$ cat config.mk
export PLATFORM = sky130hd
export DESIGN_NAME = fetch_decode_buffer_flat
export DESIGN_NICKNAME = d
export VERILOG_FILES = /design/src/rtl/fetch_decode_buffer_if.sv /design/src/rtl/fetch_decode_buffer.sv /design/src/flat_wrapper.sv
export SDC_FILE = /design/constraint.sdc
export NUM_CORES = 1
export LEC_CHECK = 0
export CORE_MARGIN = 1.5
export CORE_UTILIZATION = 48
export CTS_CLUSTER_DIAMETER = 120
export DETAILED_ROUTE_END_ITERATION = 6
export PLACE_DENSITY = 0.83
export SKIP_CTS_REPAIR_TIMING = 1
export SLEW_MARGIN = 20
export SYNTH_ARGS = -nofsm -noshare
export SYNTH_HDL_FRONTEND = slang
export SYNTH_SLANG_ARGS = --single-unit
$ cat constraint.sdc
create_clock -name clk -period 2.2 [get_ports clk]
set_input_delay 0.44 -clock clk [delete_from_list [all_inputs] [get_ports clk]]
set_output_delay 0.44 -clock clk [all_outputs]
set_load 0.005 [all_outputs]
$ cat src/rtl/fetch_decode_buffer_if.sv
// fetch_decode_buffer_if
//   Bundles the IF/ID handshake, hazard control and decode-side outputs of
//   fetch_decode_buffer.
//   master : fetch/hazard side (drives in_*, stall, flush; observes outputs)
//   slave  : the buffer itself
// Parameters: PC_W program-counter width, BCNT_W bubble-counter width.
interface fetch_decode_buffer_if #(
  parameter int PC_W   = 32,
  parameter int BCNT_W = 16
);
  logic              in_valid;
  logic [15:0]       in_word;
  logic [PC_W-1:0]   in_pc;
  logic              stall;
  logic              flush;
  logic              in_ready;
  logic              out_valid;
  logic [15:0]       out_instr;
  logic [15:0]       out_imm;
  logic [PC_W-1:0]   out_pc;
  logic [4:0]        out_read_addr1;
  logic [4:0]        out_read_addr2;
  logic [BCNT_W-1:0] bubble_cnt;

  modport master (
    output in_valid, in_word, in_pc, stall, flush,
    input  in_ready, out_valid, out_instr, out_imm, out_pc,
           out_read_addr1, out_read_addr2, bubble_cnt
  );

  modport slave (
    input  in_valid, in_word, in_pc, stall, flush,
    output in_ready, out_valid, out_instr, out_imm, out_pc,
           out_read_addr1, out_read_addr2, bubble_cnt
  );
endinterface

$ cat src/rtl/fetch_decode_buffer.sv
// fetch_decode_buffer
//   IF/ID pipeline register. Captures 16-bit words from fetch, pairs an
//   opcode word whose top two bits are 2'b11 with the following immediate
//   word, and presents a complete instruction, its PC and the register-file
//   read addresses to decode. stall freezes everything; flush (which wins
//   over stall) drops the held/partial instruction and any word offered in
//   the same cycle.
// Ports:
//   clk  - rising-edge clock
//   rst  - asynchronous, active-low reset
//   fd   - fetch_decode_buffer_if.slave (in_*, stall, flush, in_ready,
//          out_*, bubble_cnt)
// Optional feature: define FD_BUBBLE_CNT_EN to build a saturating counter of
//   cycles in which no instruction was presented (out_valid written 0 while
//   the stage advances). Without it bubble_cnt is tied to 0.
module fetch_decode_buffer #(
  parameter int PC_W   = 32,
  parameter int BCNT_W = 16
) (
  input  logic                  clk,
  input  logic                  rst,
  fetch_decode_buffer_if.slave  fd
);

  typedef enum logic {S_FIRST, S_IMM} state_t;

  state_t          state, state_nxt;
  logic            in_ready, accept, two_word;
  logic            ld_single, ld_hold, ld_pair, valid_nxt;
  logic [15:0]     hold_instr;
  logic [PC_W-1:0] hold_pc;

  // The stage advances whenever it is not stalled, or when a flush forces it.
  assign in_ready    = ~fd.stall | fd.flush;
  assign fd.in_ready = in_ready;
  assign accept      = fd.in_valid & in_ready;
  assign two_word    = (fd.in_word[15:14] == 2'b11);

  // ---- FSM: state register ----
  always_ff @(posedge clk or negedge rst) begin
    if (!rst) state <= S_FIRST;
    else      state <= state_nxt;
  end

  // ---- FSM: next state ----
  always_comb begin
    state_nxt = state;
    if (fd.flush) begin
      state_nxt = S_FIRST;
    end else if (accept) begin
      case (state)
        S_FIRST: if (two_word) state_nxt = S_IMM;
        S_IMM:   state_nxt = S_FIRST;
        default: state_nxt = S_FIRST;
      endcase
    end
  end

  // ---- FSM: outputs (datapath load strobes) ----
  // In S_IMM the word is pure data, so its top bits are never decoded.
  always_comb begin
    ld_single = 1'b0;
    ld_hold   = 1'b0;
    ld_pair   = 1'b0;
    if (accept && !fd.flush) begin
      case (state)
        S_FIRST: begin
          ld_single = ~two_word;
          ld_hold   = two_word;
        end
        S_IMM:   ld_pair = 1'b1;
        default: ;
      endcase
    end
  end

  assign valid_nxt = ld_single | ld_pair;

  // ---- datapath ----
  // On flush out_instr/out_imm/out_pc keep their contents; only valid drops.
  always_ff @(posedge clk or negedge rst) begin
    if (!rst) begin
      fd.out_valid <= 1'b0;
      fd.out_instr <= '0;
      fd.out_imm   <= '0;
      fd.out_pc    <= '0;
      hold_instr   <= '0;
      hold_pc      <= '0;
    end else begin
      if (in_ready) fd.out_valid <= valid_nxt;
      if (ld_single) begin
        fd.out_instr <= fd.in_word;
        fd.out_imm   <= '0;
        fd.out_pc    <= fd.in_pc;
      end
      if (ld_pair) begin
        fd.out_instr <= hold_instr;
        fd.out_imm   <= fd.in_word;
        fd.out_pc    <= hold_pc;
      end
      if (ld_hold) begin
        hold_instr <= fd.in_word;
        hold_pc    <= fd.in_pc;
      end else if (fd.flush) begin
        hold_instr <= '0;
        hold_pc    <= '0;
      end
    end
  end

  assign fd.out_read_addr1 = {2'b00, fd.out_instr[10:8]};
  assign fd.out_read_addr2 = {2'b00, fd.out_instr[7:5]};

`ifdef FD_BUBBLE_CNT_EN
  logic [BCNT_W-1:0] bcnt_q;

  // A bubble is any advancing edge that writes out_valid to 0 (flush too).
  always_ff @(posedge clk or negedge rst) begin
    if (!rst)
      bcnt_q <= '0;
    else if (in_ready && !valid_nxt && (bcnt_q != {BCNT_W{1'b1}}))
      bcnt_q <= bcnt_q + 1'b1;
  end

  assign fd.bubble_cnt = bcnt_q;
`else
  assign fd.bubble_cnt = {BCNT_W{1'b0}};
`endif

endmodule

$ cat src/flat_wrapper.sv
// flat-port wrapper written by rule: the top's interface ports become plain ports
module fetch_decode_buffer_flat 
#(
  parameter int PC_W   = 32,
  parameter int BCNT_W = 16
)
  (clk, rst, fd_in_valid, fd_in_word, fd_in_pc, fd_stall, fd_flush, fd_in_ready, fd_out_valid, fd_out_instr, fd_out_imm, fd_out_pc, fd_out_read_addr1, fd_out_read_addr2, fd_bubble_cnt);
  fetch_decode_buffer_if #(.PC_W(PC_W), .BCNT_W(BCNT_W)) fd_i ();
  input  logic clk;
  input  logic rst;
  input wire logic [$bits(fd_i.in_valid)-1:0] fd_in_valid;
  input wire logic [$bits(fd_i.in_word)-1:0] fd_in_word;
  input wire logic [$bits(fd_i.in_pc)-1:0] fd_in_pc;
  input wire logic [$bits(fd_i.stall)-1:0] fd_stall;
  input wire logic [$bits(fd_i.flush)-1:0] fd_flush;
  output wire logic [$bits(fd_i.in_ready)-1:0] fd_in_ready;
  output wire logic [$bits(fd_i.out_valid)-1:0] fd_out_valid;
  output wire logic [$bits(fd_i.out_instr)-1:0] fd_out_instr;
  output wire logic [$bits(fd_i.out_imm)-1:0] fd_out_imm;
  output wire logic [$bits(fd_i.out_pc)-1:0] fd_out_pc;
  output wire logic [$bits(fd_i.out_read_addr1)-1:0] fd_out_read_addr1;
  output wire logic [$bits(fd_i.out_read_addr2)-1:0] fd_out_read_addr2;
  output wire logic [$bits(fd_i.bubble_cnt)-1:0] fd_bubble_cnt;
  assign fd_i.in_valid = fd_in_valid;
  assign fd_i.in_word = fd_in_word;
  assign fd_i.in_pc = fd_in_pc;
  assign fd_i.stall = fd_stall;
  assign fd_i.flush = fd_flush;
  assign fd_in_ready = fd_i.in_ready;
  assign fd_out_valid = fd_i.out_valid;
  assign fd_out_instr = fd_i.out_instr;
  assign fd_out_imm = fd_i.out_imm;
  assign fd_out_pc = fd_i.out_pc;
  assign fd_out_read_addr1 = fd_i.out_read_addr1;
  assign fd_out_read_addr2 = fd_i.out_read_addr2;
  assign fd_bubble_cnt = fd_i.bubble_cnt;
  fetch_decode_buffer #(.PC_W(PC_W), .BCNT_W(BCNT_W)) u_core (.clk(clk), .rst(rst), .fd(fd_i));
endmodule
After elaboration in Yosys (flattened, before gate mapping)
Index checks and enable logic that the tools add are counted.

Equality and inequality tests: 1. Muxes and demuxes: 20. Bitwise gates (word level): 6. Reduce and logical (&&, ||, !) cells: 5.

Operator list (count): 32-bit 2-to-1 mux (4); 16-bit 2-to-1 mux (6); 1-bit 2-to-1 mux (9); 2-bit nonzero test (3); 1-bit NOT (3); 2-bit equality test, second input constant (1); 1-bit OR (2); 1-bit case mux with 2 select lines (1); 1-bit bitwise AND (1); 1-bit logical AND (1); 1-bit logical NOT (1).

Register bits after elaboration: 114. Input bits: 53. Output and inout bits: 92. Word-level logic and storage cells: 39.

Longest topological paths before layout
Word-level depth: 7. Mapped depth: 6. Mapped depth without buffers: 3.

Worst setup path before layout
OpenSTA, ideal clock, no wires.

Path kind: register to register. From: register u_core.state. To: register u_core.hold_pc[2]. Setup time: 0.127 ns. Data arrival time: 1.499 ns. Required time: 2.073 ns. Setup slack: 0.573 ns. Stages on the path, launching flop included: 7. Buffers on the path: 3. Clock period less this slack: 1.627 ns. Cell sequence: dfrtp_1 buf_2 nand3b_4 nor3_2 buf_4 buf_6 mux2_1.

Word-level cells in the longest chain between the ends: 3. Elaborated cells between the ends (all ways): 4. Those cells by class: mux (3); reduce/logical (1).

RTL lines: start: declaration (line fetch_decode_buffer.sv:27) `state_t state, state_nxt;`; start signal: assignment (line fetch_decode_buffer.sv:42) `else state <= state_nxt;`; 1-bit 2-to-1 mux (*) (line fetch_decode_buffer.sv:66) `case (state)`; 1-bit 2-to-1 mux (*) (line fetch_decode_buffer.sv:65) `if (accept && !fd.flush) begin`; 32-bit 2-to-1 mux or 2-bit nonzero test (tied branches); end signal: assignment (line fetch_decode_buffer.sv:103) `hold_pc <= fd.in_pc;`; end: declaration (line fetch_decode_buffer.sv:31) `logic [PC_W-1:0] hold_pc;`.

Mark *: on every way between the ends. The rest lies on a longest branch, timed or not. A chain may end at the register's enable or synchronous reset.

Worst setup path in the final report
From: input port fd_stall. To: output port fd_in_ready.

Word-level cells in the longest chain between the ends: 2.

RTL lines: start: declaration (line flat_wrapper.sv:14) `input wire logic [$bits(fd_i.stall)-1:0] fd_stall;`; 1-bit NOT (line fetch_decode_buffer.sv:34) `assign in_ready = ~fd.stall | fd.flush;`; 1-bit OR (line fetch_decode_buffer.sv:34); end: declaration (line flat_wrapper.sv:16) `output wire logic [$bits(fd_i.in_ready)-1:0] fd_in_ready;`.

Every way passes these cells.

==> metrics.csv <==
stage,metric,value,unit
outcome,status,finished clean,
critical_path,CP max-delay cell,clkdlybuf4s50_1,
routing,Wirelength per Cell,17.02,um
synth,Cells after Synth,449,
floorplan,row count,38,
synth,synth top area cells,"dfrtp_1 54%, mux2i_1 8.7%, mux2_2 8.3%, a31oi_1 5.4%, a21oi_1 4.5%",
pwr,maximum vdd drop,0.0004982,V
grt,aggregate global routing overflow,0,
timing,Max Fclk,0.5090,GHz
synth,share of the synthesized area in the top cell type,53.65,%
timing,Final Critical Period,1.964,ns
critical_path,"most used cell, CP",clkdlybuf4s50_1,
hold_path,hold endpoint,u_core.hold_instr[14],
routing,Met2 Routed Length,6082,um
synth,"EDFF count, synth",0,
timing,Setup WS post-layout,0.2355,ns
cts,H-tree depth,4,
timing,slew margin rel.,56.41,%
critical_path,worst-path fanout max,3,
cts,Clock Latency Late Sink,0.51,ns
routing,routed metal-1 wirelength,5155,um
critical_path,max incr delay on CP,0.51,ns
placement,Setup WS pre-CTS,-0.001564,ns
synth,top post-synthesis cells by count,"114 x dfrtp_1, 48 x a21oi_1, 46 x a31oi_1, 46 x mux2i_1, 39 x mux2_2",
timing,minimum hold slack,0.4118,ns
timing,Setup Skew,0.007370,ns
cells_and_area,# diodes,0,
synth,sequential area share after synthesis,53.65,%
pwr,PwrDens,844.0,nW/um^2
cts,clock root cell,clkbuf_8,
cts,Max Buffers Root-to-Sink,2,
hold_path,Hold Crit Class,in -> reg,
routing,First-pass DRT Iterations,6,
timing,TNS Setup,0,ns
synth,asr flop ratio synth,100.0,%
synth,"area leader, netlist",dfrtp_1,
routing,post-detailed-route DRC marker count,0,
floorplan,die height,108.3,um
placement,Cells after DPL,682,
critical_path,Setup crit start kind,input pin,
synth,dominant synthesized flop cell,dfrtp_1,
critical_path,R2R depth,4,
critical_path,CP cell instances,"clkdlybuf4s50_1, nand2_1, clkdlybuf4s50_1",
critical_path,critical path type,in -> out,
routing,uppermost layer routed,met4,
grt,initial antenna violation count,0,
cells_and_area,layout net count,615,
routing,post-route ant nets,0,
job,max-cap violations,0,
floorplan,IO Count,145,
placement,hpwl dp,7913,um
timing,Tcrit/Tclk final,89.30,%
critical_path,FF-to-FF Start,u_core.state,
timing,Fin. Hold Viols,0,
placement,GP Congestion,0.7863,
cts,CTS tree,yes,
hold_path,hold path start,fd_flush,
timing,Worst-Margin Slew,0.6539,ns
timing,Final setup viols,0,
critical_path,Worst Setup End Kind,primary output,
floorplan,Initial Util,49.05,%
routing,final WL,12170,um
timing,RSZ-0062 raised after global routing,no,
critical_path,CP Buf/Inv Count,2,
timing,"Slew Viols, Final",0,
grt,first-pass GRT wire length,19790,um
synth,Yosys Warn Count,0,
grt,number of global-route vias before repair,3919,
cts,"CTS clk-pin slew, worst paths",0.06,ns
routing,DR vias,3859,
synth,Yosys reg bits,114,
placement,PortBufs,124,
critical_path,"delay-heaviest family, CP",buffers and inverters,
synth,Netlist Area Pre-Place,5318,um^2
floorplan,DIE AREA,11720,um^2
cells_and_area,layout cell share with drive strength beyond 1,16.52,%
critical_path,RR Endpoint,u_core.hold_pc[10],
routing,Met3 Routed Length,751,um
cells_and_area,Layout area overhead,35.79,%
routing,First DRT Iteration DRCs,150,
pwr,Lkg Pwr,3.159,nW
grt,GRT Overall Usage,22.33,%
floorplan,core area,10840,um^2
synth,mean area per synthesized cell,11.84,um^2
critical_path,Arrival @ worst endpoint,1.52,ns
cts,CTS buffer count,17,
floorplan,Die X,108.3,um
hold_path,Hold Path Depth,3,
cts,Clock Sinks,114,
synth,"count leader, synth",dfrtp_1,
critical_path,WP data required,1.76,ns
routing,vias per inst,5.397,
cells_and_area,Non-Filler Instances,715,
critical_path,R2R setup slack,0.58,ns
grt,largest net degree at the start of global routing,94,
synth,Netlist cell types,28,
[worst max path at each step]
stage                 start                   end  slack, ns  cells past startpoint
2_1_floorplan  u_core.state     u_core.hold_pc[2]       0.57                      6
3_3_place_gp    fd_in_valid  u_core.fd.out_imm[4]       0.05                      5
3_5_place_dp    fd_in_valid  u_core.fd.out_imm[5]     -0.002                      5
4_1_cts            fd_stall           fd_in_ready       0.23                      3
5_1_grt            fd_stall           fd_in_ready       0.21                      3
6_report           fd_stall           fd_in_ready       0.24                      3
[logic make-up (layout without fill, tap and decap cells)]
logic type	after synthesis	in the layout	share of synthesized area, %
other	1	20	0.07052
AO/OA/AOI/OAI	116	116	13.53
buffers and inverters	68	175	7.176
AND/OR/NAND/NOR	58	58	7.177
flip-flops	114	114	53.65
multiplexers	92	92	18.40
[worst reg2reg max path: stages (launching register included)]
cell and delay [ns]:
dfrtp_2 0.42, nand3b_4 0.19, nor3_4 0.28, buf_12 0.23, mux2_2 0.37
[sequential cells by signal, indices dropped and copies added, names as in the netlist]
name	cells
u_core.hold_instr	16
u_core.fd.out_pc	32
u_core.fd.out_imm	16
u_core.fd.out_instr	16
u_core.state	1
u_core.fd.out_valid	1
u_core.hold_pc	32
[area by class of cell]
| cell class | count | area (um^2) |
|---|---|---|
| fillers | 795 | 3620 |
| clock buffers | 22 | 473.0 |
| flip-flops and latches | 114 | 2854 |
| repair buffers | 141 | 1439 |
| clock inverters | 10 | 106.4 |
| inverters | 2 | 7.507 |
| well taps | 140 | 175.2 |
| multi-input cells | 286 | 2166 |
[power breakdown]
group / switching, mW / internal, mW / total, mW
Clock: 0.917 / 1.72 / 2.63
Sequential: 0.137 / 2.31 / 2.45
Combinational: 0.397 / 0.617 / 1.01
[routing by layer]
layer | vias up | track usage [%]
li1 | 1804 | -
met1 | 1894 | 27.79
met2 | 144 | 37.07
met3 | 17 | 6.389
met4 | 0 | 8.271
met5 | - | 0
[stage by stage]
step	utilization [%]	cell area [um^2]	total power, mW
global placement	61.17	6631	3.458
finish	66.61	7221	6.094
detailed placement	61.17	6631	3.491
global route	66.61	7221	6.376
CTS	66.52	7211	6.139
floorplan	-	5389	2.855
[cell usage in the layout, fill, tap and decap left out, drive strengths merged, types with 8 or more instances in the layout]
cell / count
and2b: 8
dfrtp: 114
nor2b: 38
buf: 18
mux2i: 46
a22o: 16
clkbuf: 22
a31oi: 46
mux2: 46
a21oi: 48
clkdlybuf4s50: 122
conb: 20
Power figures use the tool's default switching activity.
